### config.mk
export PLATFORM = sky130hd
export DESIGN_NAME = trap_seq_u
export DESIGN_NICKNAME = d
export VERILOG_FILES = /design/src/rtl/trap_seq_u_pkg.sv /design/src/rtl/trap_seq_u.sv
export SDC_FILE = /design/constraint.sdc
export NUM_CORES = 1
export LEC_CHECK = 0
export CAP_MARGIN = 30
export CORE_MARGIN = 5
export CORE_UTILIZATION = 30
export DETAILED_ROUTE_END_ITERATION = 10
export PLACE_DENSITY_LB_ADDON = 0.3
export SLEW_MARGIN = 20
export SYNTH_ARGS = -nofsm -noshare
export SYNTH_HDL_FRONTEND = slang
export SYNTH_SLANG_ARGS = --single-unit
### constraint.sdc
create_clock -name clk -period 1.5 [get_ports clk]
set_input_delay 0.45 -clock clk [delete_from_list [all_inputs] [get_ports clk]]
set_output_delay 0.45 -clock clk [all_outputs]
set_load 0.02 [all_outputs]
### src/rtl/trap_seq_u_pkg.sv
// Shared constants for the machine-mode trap sequencer.
// Holds the exception cause encodings, the CSR addresses and the mcause codes,
// plus small helpers that turn a latched cause or a raw address into write data.
package trap_seq_u_pkg;

  // Exception cause encodings driven by the exception controller
  localparam logic [1:0] CAUSE_NOT_EXCEPTION       = 2'd0;
  localparam logic [1:0] CAUSE_I_ADDR_MISALIGNMENT = 2'd1;
  localparam logic [1:0] CAUSE_ECALL               = 2'd2;

  // CSR addresses touched by the sequencer
  localparam logic [11:0] MEPC_ADDR    = 12'h341;
  localparam logic [11:0] MCAUSE_ADDR  = 12'h342;
  localparam logic [11:0] MTVAL_ADDR   = 12'h343;
  localparam logic [11:0] MSTATUS_ADDR = 12'h300;

  // mcause values written for each supported cause
  localparam logic [31:0] MCAUSE_CODE_I_ADDR = 32'd0;
  localparam logic [31:0] MCAUSE_CODE_ECALL  = 32'd11;

  // Map a latched cause onto its mcause value; anything unexpected is an ECALL
  function automatic logic [31:0] mcause_code(input logic [1:0] cause);
    logic [31:0] code;
    case (cause)
      CAUSE_I_ADDR_MISALIGNMENT: code = MCAUSE_CODE_I_ADDR;
      CAUSE_ECALL:               code = MCAUSE_CODE_ECALL;
      default:                   code = MCAUSE_CODE_ECALL;
    endcase
    return code;
  endfunction

  // Force an address onto a word boundary
  function automatic logic [31:0] word_align(input logic [31:0] addr);
    return {addr[31:2], 2'b00};
  endfunction

endpackage

### src/rtl/trap_seq_u.sv
// Machine-mode trap entry / MRET return sequencer.
// Trap: latch cause/pc/tval, write mepc, mcause, mtval through the single CSR
// port, then redirect fetch to mtvec (direct mode). MRET: redirect fetch to mepc.
// Optional macro TRAP_SEQ_MSTATUS_EN adds an mstatus update on both paths.
// All outputs are registered: they are decoded from the state being entered so
// that they line up exactly with the state register.
module trap_seq_u
  import trap_seq_u_pkg::*;
(
  input  logic        clk,
  input  logic        rst_n,
  input  logic        e_raised,
  input  logic [1:0]  e_cause,
  input  logic [31:0] e_pc,
  input  logic [31:0] e_tval,
  input  logic        is_mret,
  input  logic [31:0] mtvec,
  input  logic [31:0] mepc,
  input  logic [31:0] mstatus,
  output logic        stall,
  output logic        flush,
  output logic        redirect,
  output logic [31:0] redirect_pc,
  output logic        csr_we,
  output logic [11:0] csr_waddr,
  output logic [31:0] csr_wdata,
  output logic        busy
);

  typedef enum logic [2:0] {
    IDLE        = 3'd0,
    W_MEPC      = 3'd1,
    W_MCAUSE    = 3'd2,
    W_MTVAL     = 3'd3,
    T_REDIR     = 3'd4,
`ifdef TRAP_SEQ_MSTATUS_EN
    W_MSTATUS   = 3'd6,
    W_MSTATUS_R = 3'd7,
`endif
    R_REDIR     = 3'd5
  } state_t;

  state_t      state, state_nxt;
  logic [1:0]  cause, cause_nxt;
  logic [29:0] pc_word, pc_word_nxt;
  logic [31:0] tval, tval_nxt;

  logic        stall_nxt, flush_nxt, redirect_nxt, csr_we_nxt, busy_nxt;
  logic [31:0] redirect_pc_nxt, csr_wdata_nxt;
  logic [11:0] csr_waddr_nxt;

  // Only the word part of the PCs matter; the low bits are masked away.
`ifdef TRAP_SEQ_MSTATUS_EN
  logic unused_bits;
  assign unused_bits = ^{e_pc[1:0], mtvec[1:0], mepc[1:0]};
`else
  logic unused_bits;
  assign unused_bits = ^{e_pc[1:0], mtvec[1:0], mepc[1:0], mstatus};
`endif

  // Next-state and trap-latch logic; requests are only accepted in IDLE
  always_comb begin
    state_nxt   = state;
    cause_nxt   = cause;
    pc_word_nxt = pc_word;
    tval_nxt    = tval;
    case (state)
      IDLE: begin
        if (e_raised) begin
          cause_nxt   = e_cause;
          pc_word_nxt = e_pc[31:2];
          tval_nxt    = e_tval;
          state_nxt   = W_MEPC;
        end else if (is_mret) begin
`ifdef TRAP_SEQ_MSTATUS_EN
          state_nxt = W_MSTATUS_R;
`else
          state_nxt = R_REDIR;
`endif
        end else begin
          state_nxt = IDLE;
        end
      end
      W_MEPC:   state_nxt = W_MCAUSE;
      W_MCAUSE: state_nxt = W_MTVAL;
`ifdef TRAP_SEQ_MSTATUS_EN
      W_MTVAL:     state_nxt = W_MSTATUS;
      W_MSTATUS:   state_nxt = T_REDIR;
      W_MSTATUS_R: state_nxt = R_REDIR;
`else
      W_MTVAL:     state_nxt = T_REDIR;
`endif
      T_REDIR:  state_nxt = IDLE;
      R_REDIR:  state_nxt = IDLE;
      default:  state_nxt = IDLE;
    endcase
  end

  // Moore output decode of the state about to be entered
  always_comb begin
    busy_nxt        = (state_nxt != IDLE);
    stall_nxt       = busy_nxt;
    flush_nxt       = busy_nxt;
    redirect_nxt    = 1'b0;
    redirect_pc_nxt = 32'd0;
    csr_we_nxt      = 1'b0;
    csr_waddr_nxt   = 12'd0;
    csr_wdata_nxt   = 32'd0;
    case (state_nxt)
      W_MEPC: begin
        csr_we_nxt    = 1'b1;
        csr_waddr_nxt = MEPC_ADDR;
        csr_wdata_nxt = {pc_word_nxt, 2'b00};
      end
      W_MCAUSE: begin
        csr_we_nxt    = 1'b1;
        csr_waddr_nxt = MCAUSE_ADDR;
        csr_wdata_nxt = mcause_code(cause_nxt);
      end
      W_MTVAL: begin
        csr_we_nxt    = 1'b1;
        csr_waddr_nxt = MTVAL_ADDR;
        csr_wdata_nxt = tval_nxt;
      end
`ifdef TRAP_SEQ_MSTATUS_EN
      W_MSTATUS: begin
        // MPIE <= MIE, MIE <= 0, MPP <= machine
        csr_we_nxt    = 1'b1;
        csr_waddr_nxt = MSTATUS_ADDR;
        csr_wdata_nxt = {mstatus[31:13], 2'b11, mstatus[10:8], mstatus[3],
                         mstatus[6:4], 1'b0, mstatus[2:0]};
      end
      W_MSTATUS_R: begin
        // MIE <= MPIE, MPIE <= 1
        csr_we_nxt    = 1'b1;
        csr_waddr_nxt = MSTATUS_ADDR;
        csr_wdata_nxt = {mstatus[31:8], 1'b1, mstatus[6:4], mstatus[7],
                         mstatus[2:0]};
      end
`endif
      T_REDIR: begin
        redirect_nxt    = 1'b1;
        redirect_pc_nxt = word_align(mtvec);
      end
      R_REDIR: begin
        redirect_nxt    = 1'b1;
        redirect_pc_nxt = word_align(mepc);
      end
      default: begin
        redirect_nxt = 1'b0;
      end
    endcase
  end

  // State, trap latches and registered outputs; reset clears everything at once
  always_ff @(posedge clk or negedge rst_n) begin
    if (!rst_n) begin
      state       <= IDLE;
      cause       <= 2'd0;
      pc_word     <= 30'd0;
      tval        <= 32'd0;
      stall       <= 1'b0;
      flush       <= 1'b0;
      redirect    <= 1'b0;
      redirect_pc <= 32'd0;
      csr_we      <= 1'b0;
      csr_waddr   <= 12'd0;
      csr_wdata   <= 32'd0;
      busy        <= 1'b0;
    end else begin
      state       <= state_nxt;
      cause       <= cause_nxt;
      pc_word     <= pc_word_nxt;
      tval        <= tval_nxt;
      stall       <= stall_nxt;
      flush       <= flush_nxt;
      redirect    <= redirect_nxt;
      redirect_pc <= redirect_pc_nxt;
      csr_we      <= csr_we_nxt;
      csr_waddr   <= csr_waddr_nxt;
      csr_wdata   <= csr_wdata_nxt;
      busy        <= busy_nxt;
    end
  end

endmodule

==> impl_metrics.py <==
metrics = {
    "global_routing": {
        "antenna_found_initial": 2,
        "track_usage_pct": 13.4,
        "grt_pass1_wl_um": 17000,
        "grt_pass1_vias": 3240,
        "grt_overflow_total": 0,
        "grt_start_max_net_pins": 63,
    },
    "finish": {
        "multi_input_area_um2": 1310,
        "fillers": 1267,
        "register_area_um2": 2600,
        "syn_to_final_growth_pct": 61.5,
        "drive_above_1_share_pct": 19.2,
        "final_core_util_pct": 48.9,
        "final_nets": 667,
    },
    "pwr": {
        "power.density_nw_per_um2": 1830,
        "clkPwrFrac_pct": 18.0,
        "p_comb_share_pct": 46.1,
        "switching_share_pct": 34.4,
        "switchingPower_mw": 4.25,
        "ir_worst_vdd_uv": 719,
        "p_leak_nw": 3.14,
        "p_int_mw": 8.10,
        "seqPwrFrac_pct": 36.0,
    },
    "clocking": {
        "h-tree-depth": 3,
        "cts_sinks": 104,
        "cts.path.max_buffers": 2,
        "cts_made_buffers": 9,
        "cts-root-buf": "clkbuf_16",
        "clkTransAtPathRegs_ns": 0.07,
        "worstSkewPairLatency_ns": 0.34,
        "hold_buffers": 0,
        "cts_tree": "yes",
    },
    "critical_path": {
        "start_kind": "register",
        "crit_fanout": 5,
        "end_kind": "register",
        "path_class": "register to register",
        "r2r_cells": 5,
        "worstPathRequired_ns": 1.72,
        "cp.arrival_ns": 1.76,
    },
    "sta": {
        "grt_setup_unrepaired": "true",
        "layout_min_cycle_time_ns": 1.54,
        "hold-worst-slack_ns": 0.0886,
        "min_period_over_period_pct": 103,
        "setup_viol": 42,
        "fin_skew_ns": 0.00486,
        "final_max_slew_viol_count": 0,
        "finalHoldViolations": 0,
        "fmax_mhz": 650,
        "worst_slack_ns": -0.0378,
    },
    "floorplanning": {
        "core_um2": 13800,
        "num_rows": 43,
        "start_util_pct": 30.3,
        "floorplan.die_area_um2": 16400,
        "die_w_um": 128,
        "die_h_um": 128,
        "boundaryPins": 247,
    },
    "logic_synthesis": {
        "synth_seq_area_share_pct": 62.4,
        "ys_seq_elements": 104,
        "avgSynthCellArea_um2": 14.2,
        "yosys_most_used_dff": "dfrtp_1",
        "ys_warn_count": 0,
        "ys_async_sr_fraction_pct": 100,
        "yosysUniqueCellTypes": 27,
        "synth_cells": 293,
        "synth_area_um2": 4170,
        "synth_edf_count": 0,
    },
    "detailed_routing": {
        "ant_nets": 0,
        "vias_per_cell": 4.47,
        "routed_wl_um": 11500,
        "dr.first_iter.drc_count": 92,
        "drc": 0,
        "first_pass_iters": 4,
        "wl_per_cell_um": 16.8,
        "vias": 3072,
    },
    "place": {
        "dp_hpwl_um": 8080,
        "gp_congestion": 0.742,
        "io_buffers": 199,
    },
    "min_path": {
        "hp-class": "primary input to asynchronous set/reset pin",
    },
    "run_status": {
        "status": "finished, violations left",
        "violations": "negative setup slack",
    },
    "flow_run": {
        "maxCapViolations": 0,
    },
}
kinds of logic after synthesis:
group,share of synthesized area (%)
AND/OR/NAND/NOR,5.55
AO/OA/AOI/OAI,12.2
XOR/XNOR,0.210
buffers and inverters,7.88
multiplexers,11.7
other,0.0898
flip-flops,62.4
metal layers:
layer  wire length [um]  GRT usage (%)  share of wire (%)  vias to the layer above
met5                 20              0               0.17                        -
met4                193           4.99                1.7                        2
met3               1180           5.75                 10                       13
met2               5590           22.1                 48                      138
met1               4550           15.4                 39                     1494
li1                   -              -                  -                     1425
per-stage QoR:
stage / power, mW / TNS [ns] / setup slack [ns] / instances / area [um2]
2_1_floorplan: 7.98 / -3.60 / -0.123 / 301 / 4220
3_3_place_gp: 10.1 / -29.07 / -0.446 / 657 / 6300
3_5_place_dp: 10.2 / -30.54 / -0.464 / 657 / 6300
4_1_cts: 12.4 / -1.03 / -0.0854 / 680 / 6660
5_1_grt: 13.0 / -4.03 / -0.0991 / 687 / 6740
6_report: 12.3 / -0.664 / -0.0378 / 687 / 6740
cell usage after synthesis (2+ instances only):
| cell type | n | share of area, % |
|---|---|---|
| a21oi_1 | 3 | 0.36 |
| a22o_1 | 30 | 6.3 |
| a22oi_1 | 29 | 5.2 |
| buf_12 | 4 | 1.9 |
| buf_4 | 14 | 2.5 |
| buf_6 | 5 | 1.3 |
| buf_8 | 2 | 0.72 |
| clkbuf_1 | 12 | 1.1 |
| dfrtp_1 | 104 | 62 |
| inv_1 | 2 | 0.18 |
| mux2_1 | 5 | 1.3 |
| mux2_4 | 28 | 10 |
| nand2_1 | 4 | 0.36 |
| nor2_1 | 35 | 3.1 |
| nor2b_1 | 2 | 0.30 |
| or2_2 | 3 | 0.45 |
flip-flops by register name, indices dropped and copies added (netlist names):
register,count
csr_waddr,3
cause,2
busy,1
tval,32
redirect,1
state,3
csr_wdata,32
redirect_pc,30
cells in the final DEF, fill, tap and decap left out, types with 3 or more instances in the layout:
cell type          n
buf_12             5
clkdlybuf4s15_1   36
dlygate4sd2_1     26
or2_2              3
clkdlybuf4s15_2    3
nand2_1            4
buf_6              7
a22oi_1           29
dfrtp_1          104
conb_1             9
buf_4             11
clkbuf_2           5
buf_2              3
clkbuf_16         11
mux2_4            34
clkdlybuf4s50_1  125
a21oi_1            3
a22o_1            30
nor2_1            34
repair_timing:
item / CTS / global route
hold endpoints to repair: 0 / 0
setup buffers: 4 / 4
resized for setup: 100 / 49
endpoints found under the setup margin: 106 / 106
cloned: 3 / 3
pin swaps: 2 / 2
worst max-delay path, stage by stage, from the launching register on:
cell       delay (ns)
dfrtp_1          0.38
or2_4            0.27
nor2b_4          0.17
buf_6            0.15
clkbuf_16        0.15
mux2_4           0.29
final cells by class:
type / count / share of cell area, %
inverter: 2 / 0.111
clock buffer: 12 / 3.81
tap: 180 / 3.34
sequential: 104 / 38.6
multi-input combinational: 157 / 19.4
timing repair buffer: 227 / 34.3
clock inverter: 4 / 0.408
antenna: 1 / 0.0371
power by group through the flow:
stage	clock network [mW]	logic, mW	registers, mW
after floorplan	0	2.73	5.26
after global placement	0	5.64	4.47
after detailed placement	0	5.72	4.50
after CTS	2.29	5.63	4.44
after global routing	2.40	6.05	4.57
final	2.22	5.69	4.44
final timing paths:
path / startpoint / endpoint / slack, ns
max: state[2] / tval[28] / -0.04
min reg2reg: tval[2] / tval[2] / 0.52
min in group clk: tval[2] / tval[2] / 0.52
max in group asynchronous: rst_n / redirect_pc[6] / 1.10
min: rst_n / csr_wdata[24] / 0.09
max reg2reg: state[2] / tval[28] / -0.04
Note: power is estimated with default switching activity, not from simulation.
